===== src/rtl/ov7725_cfg_sequencer.sv =====
// OV7725 power-up register sequencer: walks the config LUT and issues one
// SCCB write per entry, with NACK retry, inline delay entries and re-trigger.
module ov7725_cfg_sequencer #(
  parameter int         LUT_FIRST  = 3,
  parameter int         LUT_LAST   = 5,
  parameter logic [7:0] DEV_ADDR   = 8'h42,
  parameter int         INIT_DELAY = 1_000_000,
  parameter int         GAP_CYCLES = 500,
  parameter int         DELAY_UNIT = 50_000,
  parameter int         RETRY_MAX  = 3
) (
  input  logic        clk,
  input  logic        rst,
  input  logic        start,
  output logic [7:0]  lut_index,
  input  logic [15:0] lut_data,
  output logic        i2c_req,
  output logic [7:0]  i2c_dev_addr,
  output logic [7:0]  i2c_reg_addr,
  output logic [7:0]  i2c_wr_data,
  input  logic        i2c_done,
  input  logic        i2c_ack_err,
  output logic        cfg_busy,
  output logic        cfg_done,
  output logic        cfg_err
);

  localparam int RW = (RETRY_MAX < 1) ? 1 : $clog2(RETRY_MAX + 1);
  localparam logic [RW-1:0] RETRY_LIM = RW'(RETRY_MAX);
  localparam logic [7:0]  FIRST_IDX = 8'(LUT_FIRST);
  localparam logic [7:0]  LAST_IDX  = 8'(LUT_LAST);
  localparam logic [31:0] INIT_LIM  = 32'(INIT_DELAY - 1);
  localparam logic [31:0] GAP_LIM   = 32'(GAP_CYCLES - 1);
  localparam logic [31:0] UNIT      = 32'(DELAY_UNIT);

  if (LUT_LAST > 255 || LUT_LAST < LUT_FIRST || LUT_FIRST < 0) begin : g_bad_range
    $error("ov7725_cfg_sequencer: LUT range must satisfy 0 <= FIRST <= LAST <= 255");
  end

  typedef enum logic [2:0] {
    S_PWR_WAIT,
    S_FETCH,
    S_DLY,
    S_ISSUE,
    S_WAIT_DONE,
    S_GAP,
    S_DONE,
    S_ERROR
  } state_e;

  state_e        state_q, state_d;
  logic [7:0]    idx_q, idx_d;
  logic [7:0]    reg_q, reg_d;
  logic [7:0]    val_q, val_d;
  logic          req_q, req_d;
  logic [31:0]   cnt_q, cnt_d;
  logic [RW-1:0] retry_q, retry_d;
  logic          again_q, again_d;

  always_ff @(posedge clk) begin
    if (rst) begin
      state_q <= S_PWR_WAIT;
      idx_q   <= FIRST_IDX;
      reg_q   <= '0;
      val_q   <= '0;
      req_q   <= 1'b0;
      cnt_q   <= '0;
      retry_q <= '0;
      again_q <= 1'b0;
    end else begin
      state_q <= state_d;
      idx_q   <= idx_d;
      reg_q   <= reg_d;
      val_q   <= val_d;
      req_q   <= req_d;
      cnt_q   <= cnt_d;
      retry_q <= retry_d;
      again_q <= again_d;
    end
  end

  always_comb begin
    state_d = state_q;
    idx_d   = idx_q;
    reg_d   = reg_q;
    val_d   = val_q;
    req_d   = req_q;
    cnt_d   = cnt_q;
    retry_d = retry_q;
    again_d = again_q;
    unique case (state_q)
      S_PWR_WAIT: begin
        if (cnt_q == INIT_LIM) begin
          cnt_d   = '0;
          state_d = S_FETCH;
        end else begin
          cnt_d = cnt_q + 32'd1;
        end
      end
      S_FETCH: begin
        // reg 0xFF marks a delay entry; its value counts DELAY_UNIT blocks
        if (lut_data[15:8] == 8'hFF) begin
          cnt_d   = 32'(lut_data[7:0]) * UNIT;
          state_d = S_DLY;
        end else begin
          reg_d   = lut_data[15:8];
          val_d   = lut_data[7:0];
          state_d = S_ISSUE;
        end
      end
      S_DLY: begin
        if (cnt_q == '0) begin
          if (idx_q == LAST_IDX) begin
            state_d = S_DONE;
          end else begin
            idx_d   = idx_q + 8'd1;
            state_d = S_FETCH;
          end
        end else begin
          cnt_d = cnt_q - 32'd1;
        end
      end
      S_ISSUE: begin
        req_d   = 1'b1;
        state_d = S_WAIT_DONE;
      end
      S_WAIT_DONE: begin
        if (i2c_done) begin
          req_d = 1'b0;
          cnt_d = '0;
          if (!i2c_ack_err) begin
            retry_d = '0;
            again_d = 1'b0;
            state_d = S_GAP;
          end else if (retry_q != RETRY_LIM) begin
            retry_d = retry_q + 1'b1;
            again_d = 1'b1;
            state_d = S_GAP;
          end else begin
            state_d = S_ERROR;
          end
        end
      end
      S_GAP: begin
        if (cnt_q == GAP_LIM) begin
          cnt_d = '0;
          if (again_q) begin
            again_d = 1'b0;
            state_d = S_FETCH;
          end else if (idx_q == LAST_IDX) begin
            state_d = S_DONE;
          end else begin
            idx_d   = idx_q + 8'd1;
            state_d = S_FETCH;
          end
        end else begin
          cnt_d = cnt_q + 32'd1;
        end
      end
      S_DONE, S_ERROR: begin
        if (start) begin
          idx_d   = FIRST_IDX;
          retry_d = '0;
          again_d = 1'b0;
          cnt_d   = '0;
          state_d = S_FETCH;
        end
      end
      default: state_d = S_PWR_WAIT;
    endcase
  end

  assign lut_index    = idx_q;
  assign i2c_req      = req_q;
  assign i2c_dev_addr = DEV_ADDR;
  assign i2c_reg_addr = reg_q;
  assign i2c_wr_data  = val_q;
  assign cfg_done     = (state_q == S_DONE);
  assign cfg_err      = (state_q == S_ERROR);
  assign cfg_busy     = !(cfg_done || cfg_err);

endmodule


===== config.mk =====
export PLATFORM = sky130hd
export DESIGN_NAME = ov7725_cfg_sequencer
export DESIGN_NICKNAME = d
export VERILOG_FILES = /design/src/rtl/ov7725_cfg_sequencer.sv
export SDC_FILE = /design/constraint.sdc
export NUM_CORES = 1
export LEC_CHECK = 0
export ABC_AREA = 1
export ABC_CLOCK_PERIOD_IN_PS = 4400
export CORE_ASPECT_RATIO = 0.5
export CORE_UTILIZATION = 47
export CTS_CLUSTER_DIAMETER = 80
export CTS_CLUSTER_SIZE = 20
export DETAILED_ROUTE_END_ITERATION = 12
export GPL_TIMING_DRIVEN = 0
export PLACE_DENSITY_LB_ADDON = 0.05
export REMOVE_ABC_BUFFERS = 1
export SYNTH_ARGS = -nofsm -noshare
export SYNTH_HDL_FRONTEND = slang
export SYNTH_SLANG_ARGS = --single-unit

===== constraint.sdc =====
create_clock -name clk -period 4.4 [get_ports clk]
set_input_delay 0.88 -clock clk [delete_from_list [all_inputs] [get_ports clk]]
set_output_delay 0.88 -clock clk [all_outputs]
set_load 0.01 [all_outputs]

; Yosys cells after proc, flatten, opt, wreduce, memory -nomap -nowiden
; Cells that the tools add are included.
[totals]
ram_bits = 0
register_bits = 63
elab_cells = 89
output_inout_bits = 36
mem_count = 0
mem_bits_ro = 0
latchBits = 0
[op_classes]
shifts = 0
n_bitwise = 1
reduce_logical = 17
div = 0
n_mul = 1
addsub = 4
mux = 37
n_eq_ne = 21
n_lt_le_gt_ge = 0
[ops]
columns = operator, count
row1 = 32-bit two-way mux, 6
row2 = 32-bit one-hot mux with 6 select lines, 1
row3 = 8-bit two-way mux, 5
row4 = "32-bit by 1-bit adder with 32-bit output, second input constant", 1
row5 = "32-bit by 20-bit equality test with 1-bit output, second input constant", 1
row6 = "32-bit by 9-bit equality test with 1-bit output, second input constant", 1
row7 = 32-bit logical NOT, 1
row8 = "32-bit by 1-bit subtractor with 32-bit output, second input constant", 1
row9 = 8-bit one-hot mux with 3 select lines, 1
row10 = 3-bit two-way mux, 7
row11 = 3-bit one-hot mux with 7 select lines, 1
row12 = "8-bit by 12-bit multiplier with 20-bit output, second input constant", 1
row13 = 5-bit AND reduction, 4
row14 = "2-bit inequality test, second input constant", 9
row15 = "3-bit equality test, second input constant", 4
row16 = 2-bit two-way mux, 6
row17 = "8-bit by 1-bit adder with 8-bit output, second input constant", 1
row18 = "8-bit by 3-bit equality test with 1-bit output, second input constant", 1
row19 = "8-bit equality test, second input constant", 1
row20 = 1-bit two-way mux, 7
row21 = "3-bit by 2-bit equality test with 1-bit output, second input constant", 2
row22 = 3-bit nonzero test, 2
row23 = 6-bit nonzero test, 1
row24 = 2-bit one-hot mux with 2 select lines, 1
row25 = other kinds (13), 15

; Depth between registers and ports, before layout
[logic_depth]
depth_word = 5
ltp_mapped = 20
depth_no_buf = 20

; Worst setup path after synthesis
; OpenSTA, ideal clock, no wires.
[synth_path]
path_type = input to register
start = in lut_data[2]
end = reg cnt_q[15]
arrival_time_ns = 3.729
cell_stages = 16
setup_time_ns = 0.117
slack_ns = 0.554
path_buffers = 0
required_time_ns = 4.283
cell_sequence = ha_1 ha_1 inv_1 fa_1 inv_1 fa_1 ha_1 nand2_1 nand3_1 nand2_1 nand2_1 or2_2 nand3_1 nand3_1 nor2_1 nor2_1
[synth_between]
elab_chain_len = 3
[synth_rtl]
columns = item, line_no
row1 = "start, declared", 16  ; input logic [15:0] lut_data,
row2 = 8-bit by 12-bit multiplier with 20-bit output, 103  ; cnt_d = 32'(lut_data[7:0]) * UNIT;
row3 = 32-bit two-way mux, 102  ; if (lut_data[15:8] == 8'hFF) begin
row4 = 32-bit one-hot mux with 6 select lines, 91  ; unique case (state_q)
row5 = "end signal, assigned", 76  ; cnt_q <= cnt_d;
row6 = "end, declared", 56  ; logic [31:0] cnt_q, cnt_d;
; No other way between the ends. The select of a mux whose other input is x is not followed.
; A chain may end at the register's enable or synchronous reset.

; Worst setup path in the final report
[layout_path]
start = in lut_data[7]
end = reg cnt_q[14]
; Same word-level chain as after synthesis.

==> results.md <==
- Placement Setup Slack: -0.369 ns
- Psw: roughly 0.0027 W
- FF-to-FF path depth: 9
- Peak Freq: approximately 240 MHz
- First-pass detailed-route iteration total: 5
- Htree depth: 3
- Startpoint types: input pin
- Crit path DAT: 4.40 ns
- Post-layout util: 0.546
- # setup viols final: 0
- Initial DRC Count: 530
- Synthesized area per cell: 5.78 um2
- DP HPWL: 16.5 mm
- TritonCTS clock tree: yes
- Vias in the first global route: around 7200
- Leading area contributor after synthesis: dfxtp_1
- Setup Buffers After CTS: 0
- Sequential area share after synthesis: 0.176
- Port Buffers: 48
- Sw Share: 0.542
- Final Hold Vio Count: 0
- Per-cell routed wire length: about 15 um
- Rows: 31
- Post-route DRC violation count: 0
- Clk root buf: clkbuf_16
- Worst R2R End: lut_index[3]
- DR vias/cell: 5.38
- Hold_ws: 0.478 ns
- Crit Path Category: in -> reg
- Vias: slightly below 8000
- Worst Setup SP: lut_data[7]
- Commonest non-fill, non-tap cell in the layout: nand2_1
- Seq cells post-synth: 63
- Slew HR: 0.233
- Clock Power Share: 0.165
- Leak pwr: slightly below 4 nW
- Placed Area: 7640 um2
- Area delta synth->final: 11.9%
- FFs w/ async S/R, synth: 0
- Die ar.: 15800 um2
- Max-Cap Viols: 0
- Post-synth EDFFs: 0
- Clk_lat worst skew: 0.35 ns
- Io pins: 57
- Largest net degree at the start of global routing: 49
- Share of cells above drive strength 1: 0.0486
- P_int: 0.00231 W
- Initial core utilization: 0.488
- Ant. Diodes: 0
- Gr ovfl total: 0
- Status: finished clean
- Worst-Margin Slew: 1.15 ns
- Post-synth cell types: 40
- Logic gate share of total power: 0.615
- Initial antenna violation count: 0
- Met1 wire length: 10.3 mm
- Synth top area share: 0.176
- Worst hold path class: reg -> reg
- WL met2: 9.44 mm
- Sequential group share of total power: 0.220
- Hold_buf cts: 0
- CP required: around 4.6 ns
- Die Wd: around 180 um
- Gp weighted congestion: slightly below 1
- Area of the mapped netlist: approximately 7200 um2
- Core area: 14700 um2
- Final ANT Viol Nets: 0
- YS warnings: 0
- Die Y: 89.3 um
- Synth Flop Type: dfxtp_1
- Metal3 WL: between 1.5 and 2 mm
- Mapped Cells: 1239
- First-pass GRT wire length: 35.5 mm
- Worst setup EP type: register
- Worst VDD drop: 270 uV
- Clock Sink Count: 63
- R2R setup slack: 1.55 ns
- Tot GR Track Use: 0.290
- Commonest cells after routing, fill and taps aside: 307 x nand2_1, 244 x nor2_1, 135 x nand3_1
- Maximum buffer depth of the clock tree: 2
- Crit-path max FO: 4
- Top cells by area, synth: dfxtp_1 18%, nand2_1 16%, nor2_1 13%
- Worst-path clk slew: 0.06 ns
- Slew Limit Fails: 0
- Final instance area: about 8000 um2
- Worst r2r src: state_q[2]
- Tcrit/Tclk final: 0.947
- Highest routed metal layer: met4
- Worst Skew: 0.0143 ns
- Total length of routed wires: 21.7 mm
- Fillers: 1525
- Tmin final: 4.17 ns
- RSZ-0062 raised after global routing: no
- Nets: about 1300
- PnR worst setup slack: 0.235 ns
- Power density over the cells: between 600 and 700 nW/um2
- Number of buffers created by CTS: 9
- Worst Setup EP: cnt_q[14]
## critical path: stages
cell and delay, ns:
clkdlybuf4s50_1 0.55, ha_1 0.21, inv_1 0.06, fa_1 0.47, inv_1 0.05, fa_1 0.45
ha_1 0.31, ha_1 0.36, nand2_1 0.13, inv_1 0.05, nand2_1 0.07, nand3_1 0.14
o21ai_0 0.38, nand3_1 0.12, nor2_1 0.12, nor2_1 0.04
## state kept, by name (all words and copies together) (netlist names)
signal and cells:
cnt_q 32, again_q 1, state_q 3, i2c_reg_addr 8
i2c_req 1, retry_q 2, lut_index 8, i2c_wr_data 8
## final cells by class
| type | count | area, um2 | area share |
|---|---|---|---|
| multi-input combinational | 987 | 5110 | 0.638 |
| sequential | 63 | 1260 | 0.157 |
| timing repair buffer | 50 | 536 | 0.0668 |
| inverter | 140 | 526 | 0.0656 |
| clock buffer | 11 | 253 | 0.0315 |
| tap | 198 | 248 | 0.0309 |
| clock inverter | 5 | 80.1 | 0.0100 |
## what timing repair did
item                       in CTS  in global routing
setup endpoints to repair       1                 13
pin swaps                       0                  0
resized for setup               1                  8
## metal layers
| layer | track usage | vias up |
|---|---|---|
| met5 | 0 | - |
| met4 | 0.0768 | 0 |
| met3 | 0.0646 | 31 |
| met2 | 0.490 | 261 |
| met1 | 0.377 | 3540 |
| li1 | - | 3987 |
## how the worst min path moves through the flow
stage / from / endpoint / slack (ns) / cells after the start
2_1_floorplan: retry_q[0] / retry_q[0] / 0.49 / 2
5_1_grt: i2c_wr_data[2] / i2c_wr_data[2] / 0.51 / 2
3_5_place_dp: i2c_reg_addr[0] / i2c_reg_addr[0] / 0.47 / 2
6_report: i2c_req / i2c_req / 0.48 / 2
3_3_place_gp: i2c_req / i2c_req / 0.46 / 2
4_1_cts: i2c_req / i2c_req / 0.48 / 2
## cells by family (layout without fill, tap and decap cells)
kind of cell	after synthesis	count (layout)	synth area share
and+or+nand+nor	758	758	0.452
buffers and inverters	195	206	0.117
AOI/OAI and AO/OA	136	136	0.0997
adders and majority gates	71	71	0.137
DFF	63	63	0.176
xor gates and xnor gates	14	14	0.0171
other	2	8	0.00105
## power groups by stage
stage | registers, W | logic (W) | clock network (W)
floorplan | 0.00102 | 0.00223 | 0
global placement | 0.00109 | 0.00300 | 0
detailed placement | 0.00110 | 0.00304 | 0
CTS | 0.00109 | 0.00307 | 0.000845
global route | 0.00114 | 0.00353 | 0.000868
finish | 0.00111 | 0.00310 | 0.000833
## cells in the mapped netlist, types with 3 or more instances
library cell and n:
nor2_4 4, xor2_1 11, inv_1 134, or2_2 5
o21ai_0 62, nor2_2 11, nor3_1 9, fa_1 12
buf_2 27, nand3b_1 3, nand3_1 135, buf_4 9
nor2_1 246, o211ai_1 3, inv_2 5, nand2_1 307
nand4_1 24, dfxtp_1 63, o22ai_1 4, a21oi_1 49
buf_6 5, clkbuf_1 12, o21ai_1 12, xnor2_1 3
nand2_2 5, ha_1 59, and2_1 3
## metrics by stage
stage               power, W  instances  TNS (ns)
floorplan            0.00325       1190         0
global placement     0.00409       1436     -3.34
detailed placement   0.00414       1438     -3.65
CTS                  0.00500       1454         0
global route         0.00553       1454         0
finish               0.00504       1454         0
Power figures use the tool's default switching activity.
==> variant 1, RTL diff (same settings) <==
One comparison of `idx_q` changes from == to >=.
--- a/src/rtl/ov7725_cfg_sequencer.sv
+++ b/src/rtl/ov7725_cfg_sequencer.sv
@@ -110,7 +110,7 @@
       end
       S_DLY: begin
         if (cnt_q == '0) begin
-          if (idx_q == LAST_IDX) begin
+          if (idx_q >= LAST_IDX) begin
             state_d = S_DONE;
           end else begin
             idx_d   = idx_q + 8'd1;
Behaviour: same outputs for any inputs over 10 cycles, from zero or initial values and one cycle with rst high; that may be too few to reach the edited logic, so the function may still have changed.
==> variant 1 against the unedited design <==
Via count shrank 2.1%; total power shrank 3.3%; synthesized area grew 0.94%; clock skew shrank 0.0045 ns; routed wire length grew 2.0%; sequential cell count is the same; cell area grew 0.12%; worst setup slack gained 0.0082 ns; critical path type unchanged; largest power group unchanged.
==> variant 1: results (changes against the unedited design) <==
Distinct cells, synth - 43 (+7.5%)
Filler cells - 1548 (+1.5%)
Worst slew pin tran - 1.082 ns (-0.06441 ns)
Tightest Hold Check Type - reg2reg
Detailed Routing Iterations Pass 1 - 6 (+1)
Routed WL - 22110 µm (+2.0%)
YS warnings - 0 (unchanged)
Synth area leaders - dfxtp_1 (17%), nand2_1 (16%), nor2_1 (11%), ha_1 (10%), nand3_1 (9.3%)
Most flops, register - cnt_q
Leakage - 0.003793 µW (-2.4%)
Root buffer cell - clkbuf_16
Skew-Pair Late Insertion Delay - 0.35 ns (about the same)
Post-synth top area share - 17.46% (-0.16 points)
Share of layout cells above drive strength 1 - 6.699% (+1.8 points)
Vias in the first global route - 6921 (-3.5%)
Vias post-DR - 7653 (-2.1%)
Largest net degree at the start of global routing - 45 (-8.2%)
Max FFs per register - 32 (unchanged)
Clk pin slew, worst setup/hold paths - 0.06 ns (about the same)
CP arrival - 4.44 ns (+0.04 ns)
IO buf count - 48 (unchanged)
Total CTS buffers - 9 (unchanged)
Maximum root-to-sink buffer count - 2 (unchanged)
Post-synth top cells - nand2_1 (307), nor2_1 (207), nand3_1 (134)
H-tree Lvls - 3 (unchanged)
FFs w/ async S/R, synth - 0% (unchanged)
Status - finished clean
Critical path peak fanout - 5 (+1)
Initial antenna violation count - 0 (unchanged)
Max IR drop VDD - 0.2771 mV (+2.7%)
GRT Util Overall - 29.21% (+0.22 points)
Number of DRC markers in iteration 0 - 586 (+11%)
Sequential-to-total area share from yosys stat - 17.46% (-0.16 points)
Final nets - 1327 (-1.2%)
First-pass GRT wire length - 35780 µm (+0.68%)
GPL Wtd Cong - 1.008 (+4.0%)
Skew final - 0.009795 ns (-0.004455 ns)
# diodes - 0 (unchanged)
Post-detail-place hpwl - 17350 µm (+5.0%)
-- variant 1: per-layer routing --
layer	wire, µm	vias to the layer above	global-route usage (%)
met4	280	0	6.449
met5	0	-	0
met1	10990	3420	41.30
met2	8868	254	44.96
li1	-	3958	-
met3	1966	21	7.029
-- variant 1: through the flow --
step	hold WS (ns)	worst slack (ns)	power [µW]	std cells	cell area (µm²)
2_1_floorplan	0.4425	0.6135	3212	1172	6914
3_3_place_gp	0.4582	-0.5465	4067	1418	7642
3_5_place_dp	0.4660	-0.5276	4121	1420	7691
4_1_cts	0.4745	0.02432	4839	1436	7979
5_1_grt	0.4919	0.02124	5374	1437	8021
6_report	0.4709	0.2428	4877	1437	8021
-- variant 1: path summary, 6_finish.rpt --
path / to / depth (start not counted) / slack, ns / startpoint
max: cnt_q[23] / 18 / 0.24 / lut_data[2]
min: retry_q[1] / 2 / 0.47 / retry_q[1]
max reg2reg: cnt_q[5] / 10 / 1.62 / cnt_q[0]
min reg2reg: retry_q[1] / 2 / 0.47 / retry_q[1]
-- variant 1: final cells by class --
| type | instances | area (µm²) | area share, % |
|---|---|---|---|
| clock inverters | 5 | 33.78 | 0.4212 |
| multi-input cells | 976 | 5174 | 64.50 |
| clock buffers | 11 | 242.7 | 3.026 |
| flip-flops and latches | 63 | 1261 | 15.72 |
| well taps | 198 | 247.7 | 3.088 |
| inverters | 133 | 504.2 | 6.286 |
| repair buffers | 51 | 558.0 | 6.957 |
-- variant 1: critical path, stage by stage --
cell and delay (ns):
dlygate4sd2_1 0.32, ha_1 0.36, ha_1 0.28, inv_1 0.05, fa_1 0.50, inv_1 0.05
fa_1 0.47, ha_1 0.33, or2_2 0.30, nand3_1 0.12, nand2_1 0.11, nand2_1 0.11
nand2_1 0.06, nand2_1 0.07, nand3_2 0.17, nand3b_1 0.15, nand2_1 0.06, inv_1 0.05
-- variant 1: cells by family after synthesis --
logic type / share of synthesized area (%)
AOI/OAI and AO/OA: 10.58
buffers and inverters: 11.59
xor gates and xnor gates: 1.212
other: 0.1040
DFF: 17.46
adders and majority gates: 13.72
and+or+nand+nor: 45.34
-- variant 1: power breakdown --
| group | leakage [µW] | switching (µW) | internal (µW) |
|---|---|---|---|
| logic | 0.00315 | 2050 | 1010 |
| clock network | 0.000132 | 293 | 396 |
| registers | 0.000514 | 366 | 760 |
| total | 0.00379 | 2710 | 2160 |
-- variant 1: what timing repair did --
item	in CTS	in global routing
buffers inserted	0	0
hold buffers	0	0
pin swaps	0	0
gates resized for setup	4	6
endpoints found under the setup margin	3	12
==> variant 2, RTL diff (same settings) <==
Without the edit above. Set the parameter `RETRY_MAX` to 6 (it was 3).
--- a/src/rtl/ov7725_cfg_sequencer.sv
+++ b/src/rtl/ov7725_cfg_sequencer.sv
@@ -7,7 +7,7 @@
   parameter int         INIT_DELAY = 1_000_000,
   parameter int         GAP_CYCLES = 500,
   parameter int         DELAY_UNIT = 50_000,
-  parameter int         RETRY_MAX  = 3
+  parameter int         RETRY_MAX  = 6
 ) (
   input  logic        clk,
   input  logic        rst,
Check against the original RTL: same outputs for any inputs over 10 cycles, from zero or initial values and one cycle with rst high; that may be too few to reach the edited logic, so the function may still have changed.
==> variant 2 against the unedited design <==
Total power fell by 4.4%; routed wire length rose by 4.0%; sequential cell count rose by 1; critical path depth rose by 2; cell area rose by 1.1%; worst setup slack got worse by 0.0055 ns; non-clock buffer count did not move; cell count rose by 1.0%; synthesized cell count rose by 1.1%; synthesized area rose by 2.5%; largest power group unchanged.
==> variant 2: results (changes against the unedited design) <==
IO buf count - 48 (unchanged)
Leakage - 0.003863 µW (-0.60%)
Distinct cells, synth - 37 (-7.5%)
Seq pwr share - 21.5% (-0.5 points)
Share of layout cells above drive strength 1 - 5.980% (+1.1 points)
Routed WL - 22550 µm (+4.0%)
Max FFs per register - 32 (unchanged)
Worst path max stage delay - 0.47 ns (-0.08 ns)
Post-detail-place hpwl - 17220 µm (+4.2%)
First-pass GRT wire length - 36970 µm (+4.0%)
Final nets - 1359 (+1.2%)
Largest net degree at the start of global routing - 49 (unchanged)
Total CTS buffers - 9 (unchanged)
Status - finished clean
Initial antenna violation count - 0 (unchanged)
Detailed Routing Iterations Pass 1 - 6 (+1)
Most common cell in the netlist - nand2_1
Clk pin slew, worst setup/hold paths - 0.06 ns (about the same)
Maximum root-to-sink buffer count - 2 (unchanged)
Tightest Hold Check Type - reg2reg
Slowest stage cell, crit path - fa_1
Sequential-to-total area share from yosys stat - 17.47% (-0.16 points)
Vias in the first global route - 7235 (+0.92%)
Number of DRC markers in iteration 0 - 536 (+1.1%)
Worst reg2reg path startpoint - state_q[0]
Critical path peak fanout - 6 (+2)
# diodes - 0 (unchanged)
YS warnings - 0 (unchanged)
Clk pwr - 701 µW (-16%)
CP arrival - 4.46 ns (+0.06 ns)
GPL Wtd Cong - 0.9293 (-4.1%)
FFs w/ async S/R, synth - 0% (unchanged)
GRT Util Overall - 29.09% (+0.098 points)
Root buffer cell - clkbuf_16
Int Pwr - 2138 µW (-7.4%)
Post-synth top cells - nand2_1 (332), nor2_1 (199), nand3_1 (156)
Crit-path leading delay family - adder cells
Hold path start - i2c_wr_data[2]
Skew-Pair Late Insertion Delay - 0.35 ns (about the same)
Setup WS pre-CTS - -0.4875 ns (-0.1180 ns)
Synth area leaders - dfxtp_1 (17%), nand2_1 (17%), nand3_1 (11%), ha_1 (10%), nor2_1 (10%)
Worst slew pin tran - 1.115 ns (-0.03120 ns)
Placed Area - 7805 µm² (+2.1%)
H-tree Lvls - 3 (unchanged)
Most flops, register - cnt_q
Max IR drop VDD - 0.2321 mV (-14%)
Critical Path Source - lut_data[6]
Skew final - 0.01304 ns (-0.001211 ns)
Via/cell ratio - 5.458 (+1.5%)
variant 2: cells by family after synthesis:
family	share of synthesized area (%)
AOI/OAI and AO/OA	8.784
and+or+nand+nor	46.09
xor gates and xnor gates	2.268
adders and majority gates	13.51
other	0.1024
DFF	17.47
buffers and inverters	11.79
variant 2: cell type report:
| cell class | instances | area (µm²) |
|---|---|---|
| inverter | 144 | 540.5 |
| multi-input combinational | 997 | 5226 |
| sequential | 64 | 1281 |
| clock buffer | 9 | 225.2 |
| fill | 1581 | 6754 |
| clock inverter | 7 | 47.55 |
| timing repair buffer | 50 | 533.0 |
| tap | 198 | 247.7 |
variant 2: worst min-delay path, cell delays in order, from the launching register on:
cell and delay (ns):
dfxtp_1 0.31, nand2_1 0.06, a21oi_1 0.05
variant 2: final timing paths:
check	end	slack, ns	cells past startpoint
worst max-delay path	cnt_q[22]	0.23	18
worst min-delay path	i2c_wr_data[2]	0.46	2
worst max register to register	cnt_q[9]	1.49	9
worst min register to register	i2c_wr_data[2]	0.46	2
variant 2: layer usage:
metal  track usage [%]  vias up  part of all wire (%)
met2             43.41      303                    41
met5                 0        -                     0
li1                  -     4047                     -
met3             7.786       19                   8.8
met1             41.95     3649                    50
met4             4.732        0                  0.96
variant 2: through the flow:
stage               util (%)  std cells  power (µW)
floorplan                  -       1205        3137
global placement       52.25       1451        3979
detailed placement     52.54       1453        4052
CTS                    54.38       1469        4770
global route           54.54       1469        5287
finish                 54.54       1469        4821
variant 2: timing repair:
item	in CTS	in global routing
gates resized for setup	3	9
hold buffers	0	0
endpoints found under the setup margin	4	13
buffers inserted	0	0
